===== src/rtl/synthesijer_method_arbiter_pkg.sv =====
// Shared definitions for the Synthesijer method-port arbiter: FSM state
// encoding and the index-width helper used for grant_id and the rotation pointer.
package synthesijer_method_arbiter_pkg;

    typedef enum logic [1:0] {
        ST_IDLE      = 2'd0,
        ST_ISSUE     = 2'd1,
        ST_WAIT_DONE = 2'd2,
        ST_DONE      = 2'd3
    } state_t;

    // Bits needed to encode an index in 0..n-1 (never less than one bit).
    function automatic int idx_width(input int n);
        return (n > 1) ? $clog2(n) : 1;
    endfunction

endpackage


===== src/rtl/synthesijer_method_arbiter_rr_arbiter.sv =====
// Combinational round-robin arbiter: the first asserted request at or after
// the rotation pointer (wrapping past N-1) wins. No state, so any scheduler
// can reuse it by owning its own pointer.
module rr_arbiter
    import synthesijer_method_arbiter_pkg::*;
#(
    parameter int N  = 4,
    parameter int IW = idx_width(N)
) (
    input  logic [N-1:0]  req,
    input  logic [IW-1:0] ptr,
    output logic [N-1:0]  gnt,
    output logic [IW-1:0] idx,
    output logic          any
);

    logic [N-1:0] rot;
    logic [IW:0]  sum;

    // Rotate requests so bit 0 is the pointer position, pick the lowest set
    // bit, then map the offset back to an absolute requester index.
    always_comb begin
        rot = N'({req, req} >> ptr);
        any = 1'b0;
        idx = '0;
        sum = '0;
        for (int off = 0; off < N; off++) begin
            if (!any && rot[off]) begin
                any = 1'b1;
                sum = {1'b0, ptr} + (IW+1)'(off);
                if (sum >= (IW+1)'(N)) begin
                    sum = sum - (IW+1)'(N);
                end
                idx = sum[IW-1:0];
            end
        end
        gnt = any ? (N'(1) << idx) : '0;
    end

endmodule


===== src/rtl/synthesijer_method_arbiter.sv =====
// Shares one Synthesijer method port (req/busy/return + arguments) among
// NUM_REQ callers. Round-robin grant, argument latch, req/busy handshake,
// one-cycle acknowledge to the winner, and a timeout for hung methods.
module synthesijer_method_arbiter
    import synthesijer_method_arbiter_pkg::*;
#(
    parameter int NUM_REQ   = 4,
    parameter int ARG_WIDTH = 32,
    parameter int RET_WIDTH = 32,
    parameter int TIMEOUT   = 10000
) (
    input  logic                           clk,
    input  logic                           reset,
    input  logic [NUM_REQ-1:0]             call_req,
    input  logic [NUM_REQ*ARG_WIDTH-1:0]   call_arg,
    output logic [NUM_REQ-1:0]             call_ack,
    output logic [RET_WIDTH-1:0]           call_return,
    output logic                           call_err,
    output logic                           active,
    output logic [idx_width(NUM_REQ)-1:0]  grant_id,
    output logic                           m_req,
    output logic [ARG_WIDTH-1:0]           m_arg,
    input  logic                           m_busy,
    input  logic [RET_WIDTH-1:0]           m_return
);

    localparam int IW = idx_width(NUM_REQ);
    localparam int TW = $clog2(TIMEOUT + 1);

    if (NUM_REQ < 2 || NUM_REQ > 16) begin : g_bad_num_req
        $error("NUM_REQ must be in 2..16");
    end
    if (TIMEOUT < 4) begin : g_bad_timeout
        $error("TIMEOUT must be at least 4");
    end

    state_t                          state_q, state_d;
    logic [IW-1:0]                   ptr_q;
    logic [IW-1:0]                   grant_q;
    logic [ARG_WIDTH-1:0]            arg_q;
    logic [RET_WIDTH-1:0]            ret_q;
    logic                            err_q;
    logic [TW-1:0]                   tmo_q;

    logic [NUM_REQ-1:0]              win_gnt;
    logic [IW-1:0]                   win_idx;
    logic                            win_any;
    logic [NUM_REQ-1:0][ARG_WIDTH-1:0] arg_arr;
    logic [ARG_WIDTH-1:0]            win_arg;

    logic                            grant_load;
    logic                            ret_cap;
    logic                            err_set;
    logic                            tmo_hit;

    assign arg_arr = call_arg;

    rr_arbiter #(
        .N  (NUM_REQ),
        .IW (IW)
    ) u_rr (
        .req (call_req),
        .ptr (ptr_q),
        .gnt (win_gnt),
        .idx (win_idx),
        .any (win_any)
    );

    // One-hot AND-OR select of the winner's argument slice.
    always_comb begin
        win_arg = '0;
        for (int i = 0; i < NUM_REQ; i++) begin
            if (win_gnt[i]) begin
                win_arg = win_arg | arg_arr[i];
            end
        end
    end

    // Counter has reached its last allowed cycle; the next edge aborts the call.
    assign tmo_hit = (tmo_q == TW'(TIMEOUT - 1));

    // State register.
    always_ff @(posedge clk) begin
        if (reset) begin
            state_q <= ST_IDLE;
        end else begin
            state_q <= state_d;
        end
    end

    // Next-state and datapath strobes. A completing method wins over a
    // timeout that expires in the same cycle.
    always_comb begin
        state_d    = state_q;
        grant_load = 1'b0;
        ret_cap    = 1'b0;
        err_set    = 1'b0;
        case (state_q)
            ST_IDLE: begin
                if (win_any) begin
                    state_d    = ST_ISSUE;
                    grant_load = 1'b1;
                end
            end
            ST_ISSUE: begin
                if (tmo_hit) begin
                    state_d = ST_DONE;
                    err_set = 1'b1;
                end else if (m_busy) begin
                    state_d = ST_WAIT_DONE;
                end
            end
            ST_WAIT_DONE: begin
                if (!m_busy) begin
                    state_d = ST_DONE;
                    ret_cap = 1'b1;
                end else if (tmo_hit) begin
                    state_d = ST_DONE;
                    err_set = 1'b1;
                end
            end
            ST_DONE: begin
                state_d = ST_IDLE;
            end
            default: begin
                state_d = ST_IDLE;
            end
        endcase
    end

    // Grant/argument latch, return capture, error flag, timeout counter and
    // rotation pointer. The pointer only advances on a completed ack, so a
    // reset mid-call leaves no trace of the aborted grant.
    always_ff @(posedge clk) begin
        if (reset) begin
            ptr_q   <= '0;
            grant_q <= '0;
            arg_q   <= '0;
            ret_q   <= '0;
            err_q   <= 1'b0;
            tmo_q   <= '0;
        end else begin
            if (grant_load) begin
                grant_q <= win_idx;
                arg_q   <= win_arg;
                err_q   <= 1'b0;
                tmo_q   <= '0;
            end else if (state_q == ST_ISSUE || state_q == ST_WAIT_DONE) begin
                tmo_q <= tmo_q + 1'b1;
            end
            if (ret_cap) begin
                ret_q <= m_return;
            end
            if (err_set) begin
                err_q <= 1'b1;
            end
            if (state_q == ST_DONE) begin
                ptr_q <= (grant_q == IW'(NUM_REQ - 1)) ? '0 : grant_q + 1'b1;
            end
        end
    end

    assign m_req       = (state_q == ST_ISSUE);
    assign active      = (state_q == ST_ISSUE) || (state_q == ST_WAIT_DONE);
    assign call_ack    = (state_q == ST_DONE) ? (NUM_REQ'(1) << grant_q) : '0;
    assign call_err    = (state_q == ST_DONE) && err_q;
    assign call_return = ret_q;
    assign grant_id    = grant_q;
    assign m_arg       = arg_q;

endmodule


===== config.mk =====
export PLATFORM = sky130hd
export DESIGN_NAME = synthesijer_method_arbiter
export DESIGN_NICKNAME = d
export VERILOG_FILES = /design/src/rtl/synthesijer_method_arbiter_pkg.sv /design/src/rtl/synthesijer_method_arbiter_rr_arbiter.sv /design/src/rtl/synthesijer_method_arbiter.sv
export SDC_FILE = /design/constraint.sdc
export NUM_CORES = 1
export LEC_CHECK = 0
export ABC_AREA = 1
export CAP_MARGIN = 20
export CORE_AREA = 4 4 109 111
export CTS_BUF_LIST = sky130_fd_sc_hd__clkbuf_8
export DETAILED_ROUTE_END_ITERATION = 7
export DIE_AREA = 0 0 113 115
export PLACE_DENSITY = 0.85
export SYNTH_ARGS = -nofsm -noshare
export SYNTH_HDL_FRONTEND = slang
export SYNTH_HIERARCHICAL = 1
export SYNTH_SLANG_ARGS = --single-unit

===== constraint.sdc =====
create_clock -name clk -period 2.7 [get_ports clk]
set_input_delay 0.54 -clock clk [delete_from_list [all_inputs] [get_ports clk]]
set_output_delay 0.54 -clock clk [all_outputs]
set_load 0.05 [all_outputs]

Word level (Yosys, flattened, before mapping)
Cells that the tools add are included.
Storage, ports and cells
  bits in registers: 85
  input bits: 167
  output and inout port bits: 73
  word-level logic and storage cells: 80
Cells by class
  $add $sub $neg: 9
  order comparisons: 4
  equal/unequal tests: 8
  shift-type cells: 3
  multiplexer cells: 34
  bitwise logic cells: 3
  reduce and logical (&&, ||, !) cells: 12
Operators by type and width (count)
  2-to-1 mux 32 bit: 4
  bitwise OR 32 bit: 3
  2-to-1 mux 2 bit: 14
  adder 14 x 1 -> 14 bit (second input constant): 1
  equality test 14 bit (second input constant): 1
  2-to-1 mux 1 bit: 12
  >= comparator 3 bit (second input constant): 3
  2-to-1 mux 4 bit: 2
  one-hot mux 2 bit (4 select lines): 1
  left shift 1 x 2 -> 4 bit (first input constant): 2
  >> shifter 8 x 2 -> 4 bit: 1
  subtractor 2 x 1 -> 2 bit (second input constant): 4
  adder 2 x 2 -> 3 bit (second input constant): 2
  equality test 2 bit (second input constant): 3
  logical AND 1 bit: 4
  adder 2 x 1 -> 3 bit (second input constant): 1
  >= comparator 2 x 3 -> 1 bit (second input constant): 1
  logical NOT 1 bit: 3
  inequality test 3 x 1 -> 1 bit (second input constant): 1
  inequality test 3 bit (second input constant): 1
  AND reduction 3 bit: 1
  adder 2 x 1 -> 2 bit (second input constant): 1
  equality test 2 x 1 -> 1 bit (second input constant): 1
  logical NOT 2 bit: 1
  5 further kinds: 5

Logic depth before layout (Yosys ltp)
Gate-level depths: netlist (run 1).
  depth after elaboration: 20
  depth in mapped cells: 16
  mapped depth without buffers: 14

Hierarchy
Netlist (run 1), hierarchy kept.
By module, submodules not included
  synthesijer_method_arbiter: times used 1, cells an instance 551, area an instance 3968.8 µm², sequential area each 1701.6 µm²
  rr_arbiter: times used 1, cells an instance 61, area an instance 324.1 µm², sequential area each 0.0 µm²

Least setup slack after synthesis (run 1)
OpenSTA, ideal clock, no wires.
  path type: input to register
  start point: in call_req[3]
  end point: reg arg_q[25], in the netlist m_arg[25]
  setup time: 81 ps
  arrival: 1878 ps
  data required time: 2619 ps
  setup slack: 741 ps
  stages on the path: 13
  path buffers: 1
  path through: inv_1 nand2_1 nand3_2 nand2_2 inv_2 nand3b_2 inv_2 nor2_2 nand2_2 nor2_1 clkbuf_1 nand2_1 a41oi_1
Between the ends
  elaborated cells on any way between the ends: 26
  those cells by class: shift (2); mux (15); bitwise (3); reduce/logical (6)
RTL lines
  start, declared: line synthesijer_method_arbiter.sv:14  | input logic [NUM_REQ-1:0] call_req,
  >> shifter 8 x 2 -> 4 bit (*): line synthesijer_method_arbiter_rr_arbiter.sv:23  | rot = N'({req, req} >> ptr);
  2-to-1 mux 1 bit: line synthesijer_method_arbiter_rr_arbiter.sv:28  | if (!any && rot[off]) begin
  logical NOT 1 bit: line synthesijer_method_arbiter_rr_arbiter.sv:28
  logical AND 1 bit: line synthesijer_method_arbiter_rr_arbiter.sv:28
  2-to-1 mux 1 bit: line synthesijer_method_arbiter_rr_arbiter.sv:28
  logical NOT 1 bit: line synthesijer_method_arbiter_rr_arbiter.sv:28
  logical AND 1 bit: line synthesijer_method_arbiter_rr_arbiter.sv:28
  2-to-1 mux 1 bit: line synthesijer_method_arbiter_rr_arbiter.sv:28
  [... 3 more ...]
  named net win_idx[1]: line synthesijer_method_arbiter.sv:46  | logic [IW-1:0] win_idx;
  left shift 1 x 2 -> 4 bit (*): line synthesijer_method_arbiter_rr_arbiter.sv:37  | gnt = any ? (N'(1) << idx) : '0;
  2-to-1 mux 4 bit (*): line synthesijer_method_arbiter_rr_arbiter.sv:37
  named net win_gnt[1]: line synthesijer_method_arbiter.sv:45  | logic [NUM_REQ-1:0] win_gnt;
  2-to-1 mux 32 bit (*): line synthesijer_method_arbiter.sv:73  | if (win_gnt[i]) begin
  bitwise OR 32 bit: line synthesijer_method_arbiter.sv:74  | win_arg = win_arg | arg_arr[i];
  2-to-1 mux 32 bit (*): line synthesijer_method_arbiter.sv:73
  bitwise OR 32 bit: line synthesijer_method_arbiter.sv:74
  2-to-1 mux 32 bit (*): line synthesijer_method_arbiter.sv:73
  end signal, assigned: line synthesijer_method_arbiter.sv:145  | arg_q <= win_arg;
  end, declared: line synthesijer_method_arbiter.sv:40  | logic [ARG_WIDTH-1:0] arg_q;
The timed path passes the listed nets; every way through them passes the cells marked *.
A chain may end at the register's enable or synchronous reset.

Final worst setup path (run 1)
  start point: reg state_q[1]
  end point: out m_req
Between the ends
  cells in the longest elaborated chain, start to end: 1
Ends and longest elaborated chain
  start, declared: line synthesijer_method_arbiter.sv:37  | state_t state_q, state_d;
  start signal, assigned: line synthesijer_method_arbiter.sv:87  | state_q <= state_d;
  equality test 2 x 1 -> 1 bit: line synthesijer_method_arbiter.sv:163  | assign m_req = (state_q == ST_ISSUE);
  end, declared: line synthesijer_method_arbiter.sv:21  | output logic m_req,
Every way passes these cells.

==> flow_summary_export.csv, run 1 <==
group,metric,value,unit
floorplan,die_h,115,um
final_layout,layout-drive-gt1-share,7.46,%
clock_tree,htreeDepth,3,
route,wire_per_inst,16.3,um
timing,holdWs,0.470,ns
timing,period_minus_slack,2.45,ns
yosys,synth-seq-cells,85,
yosys,synth_top_area_share,39.6,%
grt,antenna_found_initial,0,
yosys,synth_area_leaders,"dfxtp_1 40%, nand2_1 13%, o21ai_0 7.8%",
grt,grt_pass1_vias,5023,
worst_setup_path,path_max_fanout,4,
worst_setup_path,critPathBufInv,2,
timing,setup_tns,0,ns
final_layout,antenna_cells,0,
worst_setup_path,cp.required,2.16,ns
run,maxCapViolCount,0,
clock_tree,cts_sinks,85,
pwr,p_per_area,983,mW/mm^2
worst_setup_path,slowest_stage,"clkdlybuf4s50_1",
timing,rsz0062_at_grt,"false",
timing,max_freq,409,MHz
worst_setup_path,critical_path_depth,3,
worst_setup_path,critical_path_arrival,1.91,ns
floorplan,num_rows,38,
placed_design,numPortBuffers,239,
yosys,synth_top_area_cell,"dfxtp_1",
clock_tree,cts_buffers,9,
clock_tree,cts_root_buffer,"clkbuf_8",
floorplan,die-width,113,um
grt,grtUsageTotal,23.8,%
timing,worst_slew_pin_slew,1.02,ns
route,drt_iter0_drc,406,
final_layout,num-nets-final,1016,
yosys,yosysSeqAreaShare,39.6,%
pwr,power,0.00696,W
grt,grt_pass1_wl,24.8,mm
worst_setup_path,worst_setup_path_end_kind,"output port",
grt,grt_start_max_net_pins,33,
pwr,pwr-share-seq,26.3,%
worst_hold_path,hold_depth,2,
clock_tree,clk_latency,0.36,ns
worst_setup_path,startpoint_type,"flop",
worst_setup_path,cp_top_family,"buffers and inverters",
worst_setup_path,slowest_delay,0.82,ns
final_layout,fillers,884,
timing,hold_viol,0,
final_layout,fin_util,65.6,%
yosys,syn-cell-area,0.00429,mm^2
placed_design,placed_area,0.00688,mm^2
yosys,ys_warn_count,6,
timing,relSlewSlack,31.9,%
pwr,intPower,0.00354,W
grt,gr-total-overflow,0,
clock_tree,cts_tree,"yes",
timing,min_period_over_period,90.6,%
clock_tree,clockBufferDepth,2,
clock_tree,path_clk_slew,0.09,ns
timing,skew,0.0136,ns
clock_tree,ctsHoldBuffers,0,
final_layout,fin_area,0.00708,mm^2
route,num_vias,5050,
placed_design,gp_congestion,0.914,
floorplan,start_util,39.8,%
final_layout,synthToLayoutAreaGrowth,65.0,%
floorplan,core,0.0108,mm^2
yosys,syn_avg_cell_area,7.01,um^2
status,status,"complete, no violations",
worst_setup_path,crit_chain,"inv_1 -> ha_1 -> clkdlybuf4s50_1",
timing,setup_viol,0,
yosys,ys_types,33,
timing,drv_slew,0,
pwr,netSwitchingPower,0.00342,W
floorplan,dieArea,0.0130,mm^2
yosys,syn_inst,612,
pwr,total_leakage_power,2.87,nW
pwr,p_sw_share,49.1,%
route,ant_nets,0,
worst_setup_path,path_class,"reg2out",
clock_tree,cts_setup_buffers,0,
floorplan,io_pins,240,
pwr,combPwrFrac,60.5,%
pwr,clkPwrFrac,13.2,%
worst_setup_path,reg2regPathDepth,12,
route,drc,0,
placed_design,hpwl,11.8,mm
pwr,irDropWorstVdd,0.000530,V
route,via_per_inst,5.13,
route,wl,16.1,mm
worst_hold_path,hold_path.class,"reg2reg",
yosys,synth_nets,789,
route,drt_pass1_iterations,5,
-- state kept, by name, summed over array words and instances (netlist names) --
name         flops
m_arg           32
state_q          2
grant_id         2
ptr_q            2
tmo_q           14
call_return     32
err_q            1
-- cell families (layout without fill, tap and decap cells) --
kind of cell | after synthesis | count (layout) | share of synthesized area (%)
and+or+nand+nor | 287 | 287 | 28.9
adders and majority gates | 10 | 10 | 2.91
AOI/OAI and AO/OA | 154 | 154 | 20.9
xor gates and xnor gates | 3 | 3 | 0.612
buffers and inverters | 73 | 305 | 7.08
DFF | 85 | 85 | 39.6
-- final cells by class --
| class | count | area (um^2) | area share (%) |
|---|---|---|---|
| Clock inverter | 6 | 56.3 | 0.795 |
| Multi-Input combinational cell | 454 | 2290 | 32.4 |
| Timing Repair Buffer | 251 | 2570 | 36.2 |
| Sequential cell | 85 | 1700 | 24.0 |
| Clock buffer | 10 | 138 | 1.94 |
| Inverter | 38 | 150 | 2.12 |
| Tap cell | 140 | 175 | 2.47 |
-- power by group through the flow --
stage | Combinational, W | Sequential, W | Clock [W]
after floorplan | 0.00150 | 0.00298 | 0
after global placement | 0.00419 | 0.00185 | 0
after detailed placement | 0.00422 | 0.00185 | 0
after CTS | 0.00423 | 0.00183 | 0.000943
after global routing | 0.00450 | 0.00189 | 0.000995
final | 0.00421 | 0.00183 | 0.000919
-- final timing paths --
check | start | end | slack (ns)
max | state_q[1]$_SDFFE_PP0P_ | m_req | 0.25
min reg2reg | err_q$_SDFFE_PP0P_ | err_q$_SDFFE_PP0P_ | 0.47
max reg2reg | ptr_q[0]$_SDFFE_PP0P_ | tmo_q[2]$_SDFFE_PP0P_ | 0.51
min | err_q$_SDFFE_PP0P_ | err_q$_SDFFE_PP0P_ | 0.47
-- repair_timing --
action | 4_1_cts | 5_1_grt
resized for setup | 0 | 5
setup endpoints to repair | 0 | 5
endpoints found under the hold margin | 0 | 0
-- layout by cell type (no fill, tap or decap), types with 10 or more instances in the layout --
master           count
a41oi_1             32
inv_1               32
nand3_1             12
nand2_1            149
dfxtp_1             85
nor2_2              11
o21ai_0             67
nor2_1              84
clkbuf_8            10
clkdlybuf4s50_1    233
a21oi_1             47
ha_1                10
-- stage by stage --
stage	cells	setup slack, ns
floorplan	612	0.741
global placement	968	0.165
detailed placement	968	0.0795
CTS	984	0.0308
global route	984	0.161
finish	984	0.255
-- synth_stat cells --
cell type,number
buf_6,2
xor2_1,1
nand2_4,3
nand2_1,149
nand3_1,12
clkinv_1,1
nor2_4,1
a41oi_1,32
o21ai_0,67
nand3_4,1
nor3b_1,1
inv_2,4
xnor2_1,2
nor2_1,87
nor3_1,5
inv_1,30
nand4_1,3
nand2_2,8
nand3b_2,1
nand3_2,5
ha_1,10
a211oi_1,1
o21ai_1,6
buf_2,6
clkbuf_1,27
or2_0,2
inv_6,1
a21oi_1,47
nor2_2,8
or2_1,1
o21bai_1,1
clkinv_2,2
dfxtp_1,85
-- worst reg2reg max path: cells and delay by family (launching register included) --
family / cells / cell delay (ns)
AND/OR/NAND/NOR: 8 / 1.07
flip-flops: 1 / 0.60
buffers and inverters: 2 / 0.24
AO/OA/AOI/OAI: 2 / 0.20
-- per-layer routing --
metal	wire (um)	share of wire, %	GRT usage (%)
met4	369	2.3	7.93
met3	1610	10	9.63
met1	6280	39	27.8
met2	7800	49	39.8
met5	0	0	0
Power figures use the tool's default switching activity.
==> run 2: changes to the inputs <==
--- a/config.mk
+++ b/config.mk
@@ -7,12 +7,11 @@
 export LEC_CHECK = 0
 export ABC_AREA = 1
 export CAP_MARGIN = 20
-export CORE_AREA = 4 4 109 111
+export CORE_AREA = 4 4 112 114
 export CTS_BUF_LIST = sky130_fd_sc_hd__clkbuf_8
 export DETAILED_ROUTE_END_ITERATION = 7
-export DIE_AREA = 0 0 113 115
-export PLACE_DENSITY = 0.85
+export DIE_AREA = 0 0 116 118
+export PLACE_DENSITY = 0.84
 export SYNTH_ARGS = -nofsm -noshare
 export SYNTH_HDL_FRONTEND = slang
-export SYNTH_HIERARCHICAL = 1
 export SYNTH_SLANG_ARGS = --single-unit
==> run 2 against run 1 <==
Compared with the run above: wire length is 0.22% lower; utilization is 1.1 points lower; design area is 4.0% higher; clock-buffer cell count is 1 lower; critical path type unchanged; largest cell class unchanged.
==> flow_summary_export.csv, run 2 <==
group,metric,value,unit
status,status,"complete, no violations",
route,wire_per_inst,15.0,um
route,drt_iter0_drc,455,
pwr,p_per_area,986,mW/mm^2
clock_tree,cts_tree,"yes",
yosys,synth-seq-cells,85,
worst_setup_path,path_max_fanout,4,
route,num_vias,5354,
timing,setup_tns,0,ns
yosys,syn_inst,700,
grt,gr-total-overflow,0,
final_layout,final_common_cell,"clkdlybuf4s50_1",
timing,worst_slew_pin_slew,1.01,ns
worst_hold_path,hold_path.class,"reg2reg",
worst_setup_path,reg2regPathDepth,8,
worst_setup_path,slowest_stage,"clkdlybuf4s50_1",
worst_setup_path,path_class,"reg2out",
pwr,irDropWorstVdd,0.000605,V
placed_design,gp_congestion,0.931,
floorplan,die_h,118,um
yosys,yosysSeqAreaShare,36.7,%
final_layout,final_cell_mix,"233 x clkdlybuf4s50_1, 184 x nand2_1, 115 x nor2_1",
clock_tree,cts_sinks,85,
worst_setup_path,critical_path_depth,3,
final_layout,synthToLayoutAreaGrowth,59.1,%
worst_setup_path,rrSetupSlack,0.38,ns
final_layout,fillers,1022,
clock_tree,path_clk_slew,0.10,ns
floorplan,core,0.0114,mm^2
grt,antenna_found_initial,0,
route,ant_nets,0,
route,drc,0,
run,maxCapViolCount,0,
timing,hold_viol,0,
worst_setup_path,critPathBufInv,2,
final_layout,fin_util,64.5,%
route,wl_met2,7.97,mm
floorplan,dieArea,0.0137,mm^2
yosys,ys_types,32,
route,wl,16.0,mm
timing,min_period_over_period,89.8,%
clock_tree,cts_buffers,9,
worst_setup_path,cp.required,2.16,ns
route,top_layer,"met4",
floorplan,die-width,116,um
worst_setup_path,critical_path_arrival,1.88,ns
worst_setup_path,cp_top_family,"buffers and inverters",
grt,grt_pass1_wl,24.6,mm
worst_setup_path,reg2reg_to,"tmo_q[13]$_SDFFE_PP0P_",
route,via_per_inst,4.99,
clock_tree,clockBufferDepth,2,
timing,period_minus_slack,2.42,ns
worst_setup_path,startpoint_type,"flop",
timing,max_freq,412,MHz
worst_setup_path,slowest_delay,0.85,ns
floorplan,io_pins,240,
yosys,syn-cell-area,0.00463,mm^2
route,met3RoutedLength,1.14,mm
route,drt_pass1_iterations,5,
floorplan,num_rows,39,
clock_tree,cts_setup_buffers,0,
yosys,synth_top_area_share,36.7,%
final_layout,layout-drive-gt1-share,5.27,%
timing,drv_slew,0,
floorplan,start_util,40.6,%
timing,setup_viol,0,
placed_design,numPortBuffers,239,
pwr,total_leakage_power,3.43,nW
worst_hold_path,hold_depth,2,
yosys,synth_nets,877,
worst_setup_path,worst_setup_path_end_kind,"output port",
timing,setup_ws,0.275,ns
clock_tree,htreeDepth,3,
worst_setup_path,crit_chain,"inv_1 -> ha_1 -> clkdlybuf4s50_1",
route,m1WireLength,6.53,mm
yosys,synth_area_leaders,"dfxtp_1 37%, nand2_1 15%, nor2_1 9.3%",
clock_tree,clk_latency,0.36,ns
worst_setup_path,endpoint,"m_req",
placed_design,hpwl,12.0,mm
final_layout,antenna_cells,0,
yosys,syn_avg_cell_area,6.62,um^2
timing,skew,0.00894,ns
yosys,yosysMostFrequentCell,"nand2_1",
grt,grtUsageTotal,22.1,%
grt,grt_pass1_vias,5015,
clock_tree,cts_root_buffer,"clkbuf_8",
final_layout,num-nets-final,1101,
yosys,synth_edf_count,0,
final_layout,finalNonFillerCells,1072,
yosys,synth_common_cells,"184 x nand2_1, 115 x nor2_1, 85 x dfxtp_1",
timing,relSlewSlack,32.5,%
yosys,async_flop_share,0,%
timing,rsz0062_at_grt,"false",
placed_design,dp_slack,0.0608,ns
worst_setup_path,critical_path.startpoint,"state_q[1]$_SDFFE_PP0P_",
grt,grt_start_max_net_pins,47,
yosys,synth_top_area_cell,"dfxtp_1",
worst_setup_path,r2r-start,"state_q[1]$_SDFFE_PP0P_",
yosys,ys_warn_count,0,
placed_design,dpl.cell_count,1056,
yosys,synthFlopType,"dfxtp_1",
-- run 2: cell count changes after synthesis, sizes merged, moves of 12 or more --
cell,change
clkbuf,-12
nor2,+23
a41oi,-32
nand2,+29
nand4,+31
a21oi,-34
nand3,+57
o21ai,-23
o21bai,+18
buf,+21
-- run 2: worst register-to-register path, stage by stage (launching register included) --
cell and delay, ns:
dfxtp_1 0.39, inv_1 0.11, ha_1 0.40, inv_1 0.14, nor4_1 0.42, nand3_1 0.18, nor4_1 0.34, a21oi_1 0.12
o21a_1 0.12
-- run 2: worst min path at each step --
stage                                  end  slack (ns)                   start
finish              m_arg[31]$_SDFFE_PP0P_        0.45  m_arg[31]$_SDFFE_PP0P_
CTS                 m_arg[10]$_SDFFE_PP0P_        0.46  m_arg[10]$_SDFFE_PP0P_
global placement     m_arg[8]$_SDFFE_PP0P_        0.43   m_arg[8]$_SDFFE_PP0P_
detailed placement  m_arg[15]$_SDFFE_PP0P_        0.44  m_arg[15]$_SDFFE_PP0P_
global route         m_arg[8]$_SDFFE_PP0P_        0.47   m_arg[8]$_SDFFE_PP0P_
floorplan               err_q$_SDFFE_PP0P_        0.42      err_q$_SDFFE_PP0P_
-- run 2: cell families after synthesis --
group                    after synthesis  share of synthesized area (%)
XOR/XNOR                               8                           1.51
AND/OR/NAND/NOR                      427                           39.6
adder cells (fa/ha/maj)               10                           2.70
buffers and inverters                 84                           8.83
AO/OA/AOI/OAI                         86                           10.6
flip-flops                            85                           36.7
-- run 2: stage by stage --
stage,hold WS [ns],power [W],instance area (um^2)
after global routing,0.473,0.00773,7370
after floorplan,0.423,0.00484,4630
after global placement,0.434,0.00628,7140
after CTS,0.458,0.00732,7350
final,0.453,0.00726,7370
after detailed placement,0.438,0.00632,7140
-- run 2: cell type report --
| type | instances | area (um^2) | share of cell area (%) |
|---|---|---|---|
| timing repair buffer | 257 | 2610 | 35.3 |
| multi-input combinational | 531 | 2520 | 34.2 |
| sequential | 85 | 1700 | 23.1 |
| tap | 143 | 179 | 2.43 |
| inverter | 40 | 153 | 2.07 |
| clock buffer | 9 | 124 | 1.68 |
| clock inverter | 7 | 86.3 | 1.17 |
-- run 2: routing by layer --
layer	vias to the layer above	global-route usage, %
met4	0	7.40
met5	-	0
met3	34	5.24
li1	2729	-
met2	177	38.3
met1	2414	26.5
-- run 2: power by group --
part / internal (W) / leakage [nW] / switching [W]
clock network: 0.000451 / 0.105 / 0.000516
registers: 0.00161 / 0.695 / 0.000209
logic: 0.00157 / 2.63 / 0.00290
total: 0.00364 / 3.43 / 0.00363
-- run 2: repair_timing --
action                                  CTS  global route
resized for setup                         0             6
hold buffers                              0             0
hold endpoints to repair                  0             0
endpoints found under the setup margin    0             6
